### config.mk
export PLATFORM = sky130hd
export DESIGN_NAME = bilbo_bist_controller
export DESIGN_NICKNAME = d
export VERILOG_FILES = /design/src/rtl/bilbo_pkg.sv /design/src/rtl/bist_sig_shift.sv /design/src/rtl/bilbo_bist_controller.sv
export SDC_FILE = /design/constraint.sdc
export NUM_CORES = 1
export LEC_CHECK = 0
export CAP_MARGIN = 20
export CORE_MARGIN = 3
export CORE_UTILIZATION = 61
export DETAILED_ROUTE_END_ITERATION = 12
export DONT_BUFFER_PORTS = 1
export PLACE_DENSITY = 0.88
export REMOVE_ABC_BUFFERS = 1
export SYNTH_ARGS = -nofsm -noshare
export SYNTH_HDL_FRONTEND = slang
export SYNTH_HIERARCHICAL = 1
export SYNTH_SLANG_ARGS = --single-unit
### constraint.sdc
create_clock -name i_clk -period 4.4 [get_ports i_clk]
set_clock_uncertainty 0.1 [all_clocks]
set_input_delay 0.66 -clock i_clk [delete_from_list [all_inputs] [get_ports i_clk]]
set_output_delay 0.66 -clock i_clk [all_outputs]
set_load 0.05 [all_outputs]
### src/rtl/bilbo_pkg.sv
// Shared definitions for the BILBO BIST controller.
//   bist_state_t : controller FSM state encoding
//   MODE_*       : {B1,B2} BILBO mode codes
//   max3/cnt_width : helpers to size the single session counter
package bilbo_pkg;

  typedef enum logic [2:0] {
    ST_IDLE     = 3'd0,
    ST_SCAN_IN  = 3'd1,
    ST_RUN      = 3'd2,
    ST_SCAN_OUT = 3'd3,
    ST_COMPARE  = 3'd4,
    ST_DONE     = 3'd5
  } bist_state_t;

  localparam logic [1:0] MODE_NORMAL = 2'b11;
  localparam logic [1:0] MODE_SHIFT  = 2'b00;
  localparam logic [1:0] MODE_RUN    = 2'b01;

  function automatic int max3(input int a, input int b, input int c);
    int m;
    m = (a > b) ? a : b;
    return (m > c) ? m : c;
  endfunction

  // Counter only needs to reach n-1; never narrower than one bit.
  function automatic int cnt_width(input int n);
    return (n > 1) ? $clog2(n) : 1;
  endfunction

endpackage

### src/rtl/bist_sig_shift.sv
// Signature capture register for the BILBO BIST controller.
// Shifts right, inserting the serial scan-out bit at the MSB, so after
// SIG_LEN captures the first captured bit sits in bit 0.
//   i_clk   : clock
//   i_rst_n : asynchronous active-low reset (register -> 0)
//   i_clr   : synchronous clear (priority over i_en)
//   i_en    : capture enable
//   i_so    : serial bit to capture
//   o_sig   : captured signature
module bist_sig_shift #(
  parameter int SIG_LEN = 5
) (
  input  logic               i_clk,
  input  logic               i_rst_n,
  input  logic               i_clr,
  input  logic               i_en,
  input  logic               i_so,
  output logic [SIG_LEN-1:0] o_sig
);

  logic [SIG_LEN-1:0] r_sig;
  logic [SIG_LEN-1:0] w_sig_next;

  genvar gi;
  generate
    for (gi = 0; gi < SIG_LEN; gi++) begin : g_bit
      if (gi == SIG_LEN - 1) begin : g_msb
        assign w_sig_next[gi] = i_so;
      end else begin : g_lower
        assign w_sig_next[gi] = r_sig[gi+1];
      end
    end
  endgenerate

  always_ff @(posedge i_clk or negedge i_rst_n) begin
    if (!i_rst_n) begin
      r_sig <= '0;
    end else if (i_clr) begin
      r_sig <= '0;
    end else if (i_en) begin
      r_sig <= w_sig_next;
    end
  end

  assign o_sig = r_sig;

endmodule

### src/rtl/bilbo_bist_controller.sv
// BIST session controller sitting directly upstream of a BILBO system.
// Sequence: scan a seed in, run the PRPG/MISR, scan the signature out,
// compare against GOLDEN, then report Done/Pass.
//   i_clk    : clock
//   i_rst_n  : asynchronous active-low reset
//   i_start  : begin a session (accepted in IDLE or DONE only)
//   i_abort  : cancel session, return to IDLE (priority over i_start)
//   i_so     : serial scan-out from the BILBO system
//   o_b1/o_b2: BILBO mode bits
//   o_si     : serial scan-in to the BILBO system
//   o_busy   : session in progress
//   o_done   : session finished (held until next Start or Abort)
//   o_pass   : signature matched GOLDEN (valid while o_done)
//   o_sig    : captured signature
module bilbo_bist_controller
  import bilbo_pkg::*;
#(
  parameter int                  SEED_LEN   = 13,
  parameter logic [SEED_LEN-1:0] SEED       = 13'b1000110000000,
  parameter int                  RUN_CYCLES = 4,
  parameter int                  SIG_LEN    = 5,
  parameter logic [SIG_LEN-1:0]  GOLDEN     = 5'b01011
) (
  input  logic               i_clk,
  input  logic               i_rst_n,
  input  logic               i_start,
  input  logic               i_abort,
  input  logic               i_so,
  output logic               o_b1,
  output logic               o_b2,
  output logic               o_si,
  output logic               o_busy,
  output logic               o_done,
  output logic               o_pass,
  output logic [SIG_LEN-1:0] o_sig
);

  localparam int CNT_MAX = max3(SEED_LEN, RUN_CYCLES, SIG_LEN);
  localparam int CNT_W   = cnt_width(CNT_MAX);

  localparam logic [CNT_W-1:0] SEED_LAST = CNT_W'(SEED_LEN - 1);
  localparam logic [CNT_W-1:0] RUN_LAST  = CNT_W'(RUN_CYCLES - 1);
  localparam logic [CNT_W-1:0] SIG_LAST  = CNT_W'(SIG_LEN - 1);

  bist_state_t        r_state;
  logic [CNT_W-1:0]   r_cnt;
  logic [1:0]         r_mode;
  logic               r_si;
  logic               r_busy;
  logic               r_done;
  logic               r_pass;

  logic [CNT_W-1:0]   w_cnt_inc;
  logic               w_seed_next;
  logic               w_start_ok;
  logic               w_sig_en;
  logic [SIG_LEN-1:0] w_sig;

  assign w_cnt_inc = r_cnt + CNT_W'(1);

  // Si is registered, so the bit presented in the next SCAN_IN cycle is
  // selected with the incremented count.
  assign w_seed_next = |(SEED & (SEED_LEN'(1) << w_cnt_inc));

  assign w_start_ok = i_start && !i_abort &&
                      ((r_state == ST_IDLE) || (r_state == ST_DONE));
  assign w_sig_en   = (r_state == ST_SCAN_OUT) && !i_abort;

  bist_sig_shift #(
    .SIG_LEN (SIG_LEN)
  ) u_sig_shift (
    .i_clk   (i_clk),
    .i_rst_n (i_rst_n),
    .i_clr   (w_start_ok),
    .i_en    (w_sig_en),
    .i_so    (i_so),
    .o_sig   (w_sig)
  );

  always_ff @(posedge i_clk or negedge i_rst_n) begin
    if (!i_rst_n) begin
      r_state <= ST_IDLE;
      r_cnt   <= '0;
      r_mode  <= MODE_NORMAL;
      r_si    <= 1'b0;
      r_busy  <= 1'b0;
      r_done  <= 1'b0;
      r_pass  <= 1'b0;
    end else if (i_abort) begin
      r_state <= ST_IDLE;
      r_cnt   <= '0;
      r_mode  <= MODE_NORMAL;
      r_si    <= 1'b0;
      r_busy  <= 1'b0;
      r_done  <= 1'b0;
      r_pass  <= 1'b0;
    end else begin
      case (r_state)
        ST_IDLE, ST_DONE: begin
          if (i_start) begin
            r_state <= ST_SCAN_IN;
            r_cnt   <= '0;
            r_mode  <= MODE_SHIFT;
            r_si    <= SEED[0];
            r_busy  <= 1'b1;
            r_done  <= 1'b0;
            r_pass  <= 1'b0;
          end
        end
        ST_SCAN_IN: begin
          if (r_cnt == SEED_LAST) begin
            r_state <= ST_RUN;
            r_cnt   <= '0;
            r_mode  <= MODE_RUN;
            r_si    <= 1'b0;
          end else begin
            r_cnt <= w_cnt_inc;
            r_si  <= w_seed_next;
          end
        end
        ST_RUN: begin
          if (r_cnt == RUN_LAST) begin
            r_state <= ST_SCAN_OUT;
            r_cnt   <= '0;
            r_mode  <= MODE_SHIFT;
          end else begin
            r_cnt <= w_cnt_inc;
          end
        end
        ST_SCAN_OUT: begin
          if (r_cnt == SIG_LAST) begin
            r_state <= ST_COMPARE;
            r_cnt   <= '0;
            r_mode  <= MODE_NORMAL;
          end else begin
            r_cnt <= w_cnt_inc;
          end
        end
        ST_COMPARE: begin
          // Final capture landed on the previous edge, so w_sig is complete.
          r_pass  <= (w_sig == GOLDEN);
          r_done  <= 1'b1;
          r_busy  <= 1'b0;
          r_cnt   <= '0;
          r_state <= ST_DONE;
        end
        default: begin
          r_state <= ST_IDLE;
          r_cnt   <= '0;
          r_mode  <= MODE_NORMAL;
          r_si    <= 1'b0;
          r_busy  <= 1'b0;
          r_done  <= 1'b0;
          r_pass  <= 1'b0;
        end
      endcase
    end
  end

  assign o_b1   = r_mode[1];
  assign o_b2   = r_mode[0];
  assign o_si   = r_si;
  assign o_busy = r_busy;
  assign o_done = r_done;
  assign o_pass = r_pass;
  assign o_sig  = w_sig;

endmodule
==> metrics, run 1 <==
Final GP Congestion around 0.76; HPWL Detailed approximately 1500 um; worst min path class input port to async pin; multi-input logic area approximately 540 um2; H-tree depth 1; # hold bufs at CTS 1; die height around 47 um; Worst Setup SP r_cnt[0]$_DFFE_PN0P_; die area between 0.002 and 0.0025 mm2; number of DRC markers in iteration 0 7; initial core utilization around 67%; Setup CP Type flip-flop to flip-flop; TritonRoute pass-1 iters 4; Core Region 0.00156 mm2; worst slack, placed approximately 2.3 ns; Unique masters post-synth 40; Reg clk slew, reported paths 0.10 ns; CTS tree yes; Startpoint Class flip-flop; max-cap violations 0; RR Startpoint r_cnt[0]$_DFFE_PN0P_; vias per std cell approximately 6.5; largest cells by area after synthesis dfrtp_1 38%, mux2i_1 6.7%, dfstp_2 5.0%, ha_1 4.8%, nor2_1 2.9%; P_int ~310 uW; Avg WL per Cell roughly 17 um; Hold WS around 0.11 ns; period utilisation layout between 40% and 50%; Final Hold Vio Count 0; switching portion of total power 43.7%; Leak ~0.47 nW; final max-slew violation count 0; gr usage total 20.6%; Worst slew margin 35.7%; Clock Power Share around 15%; CP arrival between 2 and 2.5 ns; GRT overflow 0; DRC errors left 0; Post-Syn Instances 103; vias in the first global route 748; antenna-violating nets left 0; pwr dens about 520 mW/mm2; CTS Buf Count 3; asr flop ratio synth 100%; crit-path max FO 9; Post-CTS Setup Bufs 0; Clock Tree Buf Depth 2; Design Area, Final around 0.0011 mm2; Mean Syn Cell Area 10.2 um2; Ys Warns 6; fin util approximately two thirds; via count around 770; Required @ worst endpoint 4.47 ns; EDFF count, synth 0; Synth Flop Type dfrtp_1; RSZ-0062 raised after global routing false; share of total power in combinational logic between 20 and 30%; sequential share of the synthesized area around 43%; Routed WL 2000 um; Mapped Area approximately 0.0010 mm2; Sink Count 18; Slew @ Worst Pin 0.951 ns; area taken by flip-flops and latches 453 um2; fin cells approximately 120; setup_tns 0 ns; clk_lat worst skew 0.29 ns; fillers between 100 and 150; top-area cell type share of the netlist area about two fifths; CTS Root Cell clkbuf_4; Core Rows 14; Power Total 556 uW; CTS resizes 0; final setup margin between 2 and 2.5 ns; post-layout min period roughly 2.1 ns; Placed Instance Area roughly 0.0010 mm2; Area Growth Syn to Fin 2.15%; Net count, final 112; peak supply drop roughly 310 uV; largest area contributor in the netlist dfrtp_1; initial antenna violation count 0; placed cell count between 100 and 150; number of top-level pins 16; fmax between 0.4 and 0.5 GHz; status completed; crit end category flip-flop; share of cells above drive strength 1 between 9 and 10%; ant diodes 0; Die Wd approximately 47 um; Psw 243 uW; FF+latch count, synth 18; # setup viols final 0; first-pass GRT wire length ~3300 um; Buffers on Ports 0; largest net degree at the start of global routing 17; sequential power share around 55%
-- cell type report --
| cell class | instances | share of cell area, % |
|---|---|---|
| Tap cell | 16 | 1.87 |
| Sequential cell | 18 | 42.3 |
| Timing Repair Buffer | 1 | 0.936 |
| Clock buffer | 4 | 2.46 |
| Multi-Input combinational cell | 74 | 50.6 |
| Inverter | 5 | 1.75 |
-- synthesized netlist by cell type (2+ instances only) --
library cell  count
clkbuf_1          2
inv_1             5
nand3_1           4
dfrtp_1          16
mux2i_1           7
buf_2             3
o21ai_0           3
nor2_1            8
dfstp_2           2
xor2_1            3
nor4_1            2
a21oi_1           5
ha_1              4
a21o_1            2
nand2b_1          4
nand2_1           6
and3_1            2
nor3b_1           2
a211oi_1          2
-- layout by cell type, fill, tap and decap left out, drive strengths merged, types with 2 or more instances in the layout --
master,synthesis,routed
o21ai,3,3
a211oi,2,2
and3,2,2
nor4,2,2
nor3b,2,2
dfrtp,16,16
nand3,4,4
xor2,3,3
a21oi,5,5
dfstp,2,2
mux2i,7,7
nand2b,4,4
inv,5,5
a21o,2,2
clkbuf,2,4
nor2,8,8
nand2,6,6
ha,4,4
-- flip-flops by register name, summed over array words and instances (netlist names) --
name	count
o_done	1
o_si	1
r_state	3
o_pass	1
o_busy	1
r_mode	2
r_cnt	4
u_sig_shift/o_sig	5
-- routing by layer --
layer / track usage, % / routed length, um
met1: 25.6 / 873
met2: 34.5 / 1000
met3: 6.39 / 111
met4: 5.52 / 10
met5: 0 / 0
-- power by group through the flow --
stage	combinational [mW]	clock [mW]	sequential [mW]
2_1_floorplan	0.136	0	0.298
3_3_place_gp	0.156	0	0.308
3_5_place_dp	0.162	0	0.310
4_1_cts	0.166	0.0843	0.307
5_1_grt	0.190	0.0922	0.315
6_report	0.166	0.0825	0.307
-- final timing paths --
path	endpoint	slack [ns]	depth (start not counted)
max	r_state[2]$_DFFE_PN0P_	2.29	5
min	r_mode[0]$_DFFE_PN1P_	0.11	0
max reg2reg	r_state[2]$_DFFE_PN0P_	2.29	5
min reg2reg	r_cnt[3]$_DFFE_PN0P_	0.50	2
max in group asynchronous	u_sig_shift/o_sig[4]$_DFFE_PN0P_	2.98	1
min in group i_clk	r_state[1]$_DFFE_PN0P_	0.33	1
-- cell families after synthesis --
| family | synth area share (%) |
|---|---|
| simple gates | 19.8 |
| compound gates | 15.9 |
| flops | 43.2 |
| buf+inv | 5.02 |
| mux | 7.77 |
| fa+ha+maj | 5.73 |
| xor+xnor | 2.51 |
-- worst max-delay path, cell delays in order (launching register included) --
cell,delay [ns]
dfrtp_1,0.45
ha_1,0.21
or4b_4,0.49
a32oi_4,0.34
o211ai_1,0.14
a32o_1,0.27
Note: power is estimated with default switching activity, not from simulation.
==> inputs of run 2 (changes only) <==
Settings changed: ABC_AREA from default to 1, CORE_UTILIZATION 61 to 55, PLACE_DENSITY 0.88 to 0.84.
Clock period 4.4 ns to 1.76 ns, I/O delays scaled along.
==> run 2 against run 1 <==
Net effect: sequential share of layout area fell by 5.1 points; synthesized area up 9.4%; first-iteration DRC count grew to 5.7 times the previous value; sequential cell count unchanged; worst setup slack lost 2.2 ns; non-clock buffer count grew 3; routed wire length grew 28%; clock power rose to 2.6 times the previous value; critical path depth is 4 higher; critical endpoint unchanged.
==> metrics, run 2 <==
number of DRC markers in iteration 0 40; Clock Tree Buf Depth 2; Mean Syn Cell Area roughly 7.7 um2; Final Hold Vio Count 0; RSZ-0062 raised after global routing false; antenna-violating nets left 0; die height between 50 and 60 um; xor and xnor area share after synthesis under 10%; worst min path class input port to flip-flop; Unique masters post-synth 27; peak supply drop 865 uV; pwr dens between 1000 and 1500 mW/mm2; vias per std cell 5.75; Startpoint Class flip-flop; max reg flops 5; post-layout min period about 1.6 ns; Synth Area in Compound Gates under 10%; largest family of logic cells by synthesized area simple AND/OR/NAND/NOR gates; die area between 0.002 and 0.003 mm2; synth cell count leaders 49 x nand2_1, 18 x nand3_1, 16 x dfrtp_1, 11 x nor2_1, 9 x inv_1; GRT overflow 0; Core Rows 15; Power Total roughly 1.7 mW; max-cap violations 0; CP arrival approximately 1.7 ns; Core Region around 0.0018 mm2; via count about 1000; # setup viols final 0; max incr delay on CP approximately 0.43 ns; Routed WL 2550 um; asr flop ratio synth 100%; Post-Synth Adder-Cell Area 4.37%; most frequent cells in the layout 49 x nand2_1, 18 x nand3_1, 16 x dfrtp_1, 9 x inv_1, 9 x nor2_1; status completed; HPWL Detailed 1900 um; commonest non-fill, non-tap cell in the layout nand2_1; vias in the first global route 1000; Required @ worst endpoint between 1.5 and 2 ns; Worst slew margin ~44%; fmax about 0.61 GHz; crit end category flip-flop; fraction of synthesized area in multiplexers 0%; ant diodes 0; Post-Syn Instances approximately 150; CP bufs+invs 1; Die Wd between 50 and 60 um; Post-Synth Simple-Gate Area approximately 40%; number of top-level pins 16; top-area cell type share of the netlist area 34.9%; H-tree depth 1; initial core utilization between 60 and 70%; share of cells above drive strength 1 20.3%; clk_lat worst skew around 0.3 ns; period utilisation layout between 90 and 100%; Leak roughly 0.62 nW; CTS Root Cell clkbuf_4; EDFF count, synth 0; CTS tree yes; Reg clk slew, reported paths 0.11 ns; Setup CP Type flip-flop to flip-flop; Ys Warns 6; largest delay contributor family on the critical path simple AND/OR/NAND/NOR gates; first-pass GRT wire length between 4000 and 5000 um; Net count, final around 160; fillers 159; Final GP Congestion between 0.8 and 0.9; crit path max-delay cell type dfrtp_1; initial antenna violation count 0; largest net degree at the start of global routing 19; most numerous cell in the Yosys netlist nand2_1; largest cells by area after synthesis dfrtp_1 35%, nand2_1 16%, nand3_1 7.9%, dfstp_2 4.6%, ha_1 4.4%; final max-slew violation count 0; Synth Flop Type dfrtp_1; Sink Count 18; Slew @ Worst Pin roughly 0.83 ns; Buffers on Ports 0; TritonRoute pass-1 iters 4; sequential share of the synthesized area 39.5%; Area Growth Syn to Fin 6.22%; gr usage total between 20% and 30%; DRC errors left 0; largest area contributor in the netlist dfrtp_1; Avg WL per Cell around 14 um; FF+latch count, synth 18; CTS Buf Count 3; Mapped Area approximately 0.0011 mm2; setup_tns 0 ns; crit-path max FO 5; crit path cell chain inv_1, ha_1, nand3_1, nand2_1, nor2_2, nor2_2, nand2_4, nand2_1, o21ai_2
[run 2: cell count changes after synthesis, sizes merged, moves of 4 or more]
cell and change:
nand3 +16, nand2b -4, nand2 +48, mux2i -7
o21ai +6, inv +9, a21oi -4, nor2 +8
[run 2: cells by family (layout without fill, tap and decap cells)]
logic type | count (synthesis) | after routing
adders and majority gates | 4 | 4
xor gates and xnor gates | 2 | 2
buffers and inverters | 17 | 22
and+or+nand+nor | 94 | 94
DFF | 18 | 18
AOI/OAI and AO/OA | 13 | 13
[run 2: metrics by stage]
stage	instances	setup slack (ns)	util, %	instance area, um2	hold WS (ns)
after global routing	178	0.000334	66.2	1220	0.0415
after floorplan	145	0.270	-	1120	-0.132
after global placement	173	0.204	63.9	1180	-0.131
after CTS	178	0.0723	65.9	1210	0.0142
after detailed placement	173	0.0899	63.9	1180	-0.131
final	178	0.118	66.2	1220	0.0191
[run 2: area by class of cell]
cell class / count / area (um2) / area share (%)
clock buffer: 4 / 26.3 / 2.16
sequential: 18 / 453 / 37.2
timing repair buffer: 4 / 32.5 / 2.67
inverter: 14 / 57.6 / 4.73
multi-input combinational: 113 / 617 / 50.7
tap: 25 / 31.3 / 2.57
[run 2: worst paths after layout]
kind                                                    endpoint  slack (ns)                              from  cells after the start
worst max-delay path                      r_state[2]$_DFFE_PN0P_        0.12              r_cnt[0]$_DFFE_PN0P_                      9
worst min-delay path            u_sig_shift/o_sig[4]$_DFFE_PN0P_        0.02                              i_so                      2
worst max register to register            r_state[2]$_DFFE_PN0P_        0.12              r_cnt[0]$_DFFE_PN0P_                      9
worst min register to register                o_pass$_DFFE_PN0P_        0.47  u_sig_shift/o_sig[2]$_DFFE_PN0P_                      3
max in group asynchronous                 r_state[2]$_DFFE_PN0P_        0.64                           i_rst_n                      1
min in group asynchronous                   r_cnt[0]$_DFFE_PN0P_        0.40                           i_rst_n                      1
[run 2: metal layers]
| layer | up-vias | share of wire [%] | GRT usage (%) |
|---|---|---|---|
| met5 | - | 0 | 0 |
| met4 | 0 | 3.4 | 8.73 |
| met3 | 13 | 8.6 | 4.58 |
| met2 | 54 | 47 | 38.1 |
| met1 | 469 | 41 | 25.3 |
| li1 | 487 | - | - |
[run 2: power breakdown]
group	switching, mW	internal (mW)
combinational	0.501	0.238
clock	0.129	0.0882
sequential	0.251	0.517
total	0.881	0.843
[run 2: what timing repair did]
action,4_1_cts,5_1_grt
hold buffers,1,0
endpoints found under the hold margin,18,0
setup buffers,0,0
setup endpoints to repair,0,5
resized for setup,0,2
[run 2: worst register-to-register path, cell delays in order (launching register included)]
cell,delay [ns]
dfrtp_1,0.43
inv_1,0.12
ha_1,0.18
nand3_1,0.14
nand2_1,0.12
nor2_2,0.06
nor2_2,0.15
nand2_4,0.09
nand2_1,0.07
o21ai_2,0.06
==> inputs of run 3 (changes only) <==
Settings changed: CELL_PAD_IN_SITES_DETAIL_PLACEMENT from default to 1, CELL_PAD_IN_SITES_GLOBAL_PLACEMENT from default to 1, CORE_UTILIZATION 55 to 40, PLACE_DENSITY 0.84 to 0.83.
==> run 3 against run 2 <==
Net effect: sequential cell count did not move; routed wire length rose by 8.0%; final cell count rose by 3.9%; die area rose by 33%; fmax fell by 0.26%; critical path depth did not move; worst hold slack improved by 0.028 ns; worst setup slack got worse by 0.0043 ns; combinational power rose by 3.2%; clock power rose by 19%; critical endpoint unchanged; largest power group is now combinational cells.
==> metrics, run 3 (synthesis results as in run 2) <==
ant diodes 0; Area Growth Syn to Fin 8.95%; vias in the first global route ~1000; post-layout min period 1.65 ns; Reg clk slew, reported paths 0.11 ns; Placed Instance Area around 0.0012 mm2; Design Area, Final around 0.0012 mm2; # setup viols final 0; met3 Use GR ~5.4%; die height 59.5 um; max-cap violations 0; worst min path class input port to flip-flop; Required @ worst endpoint between 1.5 and 2 ns; vias per std cell ~5.2; antenna-violating nets left 0; first-pass GRT wire length roughly 4700 um; Sink Count 18; CTS Root Cell clkbuf_4; Final GP Congestion between 0.7 and 0.8; TritonRoute pass-1 iters 4; period utilisation layout roughly 94%; final max-slew violation count 0; Die Wd between 50 and 60 um; Core Rows 18; Worst slew margin 44.2%; Clock Tree Buf Depth 2; CTS tree yes; DRC errors left 0; GRT busiest layer met2; clk_lat worst skew roughly 0.30 ns; gr usage total approximately 18%; GRT overflow 0; Leak 0.637 nW; largest net degree at the start of global routing 19; Slew @ Worst Pin 0.834 ns; max reg flops 5; RSZ-0062 raised after global routing true; Avg WL per Cell around 15 um; via count 964; commonest non-fill, non-tap cell in the layout nand2_1; Routed WL roughly 2800 um; CP arrival 1.74 ns; worst reg-to-reg path cell count 9; H-tree depth 1; Post-CTS Setup Bufs 0; HPWL Detailed ~2200 um; Setup CP Type flip-flop to flip-flop; Power Total about 1.8 mW; Net count, final about 170; worst slack, placed ~0.10 ns; fmax between 0.6 and 0.7 GHz; Startpoint Class flip-flop; pwr dens around 1400 mW/mm2; met1 global-route usage 24.7%; number of top-level pins 16; crit-path max FO 5; peak supply drop 782 uV; initial antenna violation count 0; Final Hold Vio Count 0; initial core utilization ~44%; share of cells above drive strength 1 between 20% and 30%; die area between 0.003 and 0.004 mm2; CTS Buf Count 3; Core Region 0.00259 mm2; GR Layer Usage met2 ~28%; status completed; most frequent cells in the layout 49 x nand2_1, 18 x nand3_1, 16 x dfrtp_1, 10 x nor2_1, 8 x inv_1; Buffers on Ports 0; final setup margin between 0.1 and 0.15 ns; number of DRC markers in iteration 0 29; WHS Path Cells 3; crit end category flip-flop
-- run 3: cell count changes in the layout (fill, tap and decap cells not counted) --
cell,previous run,this run
nor2_2,5,4
dlygate4sd3_1,1,2
nor2_1,9,10
clkbuf_1,1,0
inv_1,9,8
inv_2,3,4
buf_4,3,4
clkbuf_8,0,1
-- run 3: final timing paths --
kind                       slack [ns]                     end                             start
setup / recovery                 0.11  r_state[2]$_DFFE_PN0P_              r_cnt[1]$_DFFE_PN0P_
max in group asynchronous        0.64  r_state[2]$_DFFE_PN0P_                           i_rst_n
min in group asynchronous        0.40    r_cnt[3]$_DFFE_PN0P_                           i_rst_n
hold reg to reg                  0.47      o_pass$_DFFE_PN0P_  u_sig_shift/o_sig[2]$_DFFE_PN0P_
hold / removal                   0.05    r_cnt[2]$_DFFE_PN0P_                           i_abort
setup reg to reg                 0.11  r_state[2]$_DFFE_PN0P_              r_cnt[1]$_DFFE_PN0P_
-- run 3: report_power, final --
| part | switching, mW | total (mW) | internal [mW] |
|---|---|---|---|
| clock | 0.133 | 0.259 | 0.126 |
| combinational | 0.513 | 0.763 | 0.250 |
| sequential | 0.233 | 0.750 | 0.517 |
| total | 0.879 | 1.77 | 0.893 |
-- run 3: repair_timing --
action	4_1_cts	5_1_grt
hold buffers	2	0
hold endpoints to repair	19	0
endpoints found under the setup margin	0	9
resized for setup	0	2
-- run 3: layout make-up --
class,count,area [um2]
Timing Repair Buffer,6,50.0
Inverter,14,57.6
Sequential cell,18,453
Tap cell,30,37.5
Fill cell,327,1340
Multi-Input combinational cell,113,614
Clock buffer,4,36.3
-- run 3: routing by layer --
layer	up-vias	wire, um
met3	5	107
met4	0	20
met1	460	1280
met5	-	0
li1	489	-
met2	10	1350
-- run 3: stage by stage --
| stage | hold slack [ns] | utilization [%] | std cells | setup TNS [ns] |
|---|---|---|---|---|
| finish | 0.0471 | 48.2 | 185 | 0 |
| detailed placement | -0.131 | 45.9 | 179 | 0 |
| floorplan | -0.132 | - | 145 | 0 |
| global placement | -0.131 | 45.9 | 179 | 0 |
| CTS | 0.0465 | 48.1 | 185 | 0 |
| global route | 0.0557 | 48.2 | 185 | -0.000817 |
-- run 3: worst max-delay path, cell delays in order, from the launching register on --
cell     delay, ns
dfrtp_1       0.44
inv_1         0.10
ha_1          0.17
nand3_1       0.16
nand2_1       0.14
nor2_2        0.06
nor2_2        0.15
nand2_4       0.09
nand2_1       0.07
o21ai_2       0.06
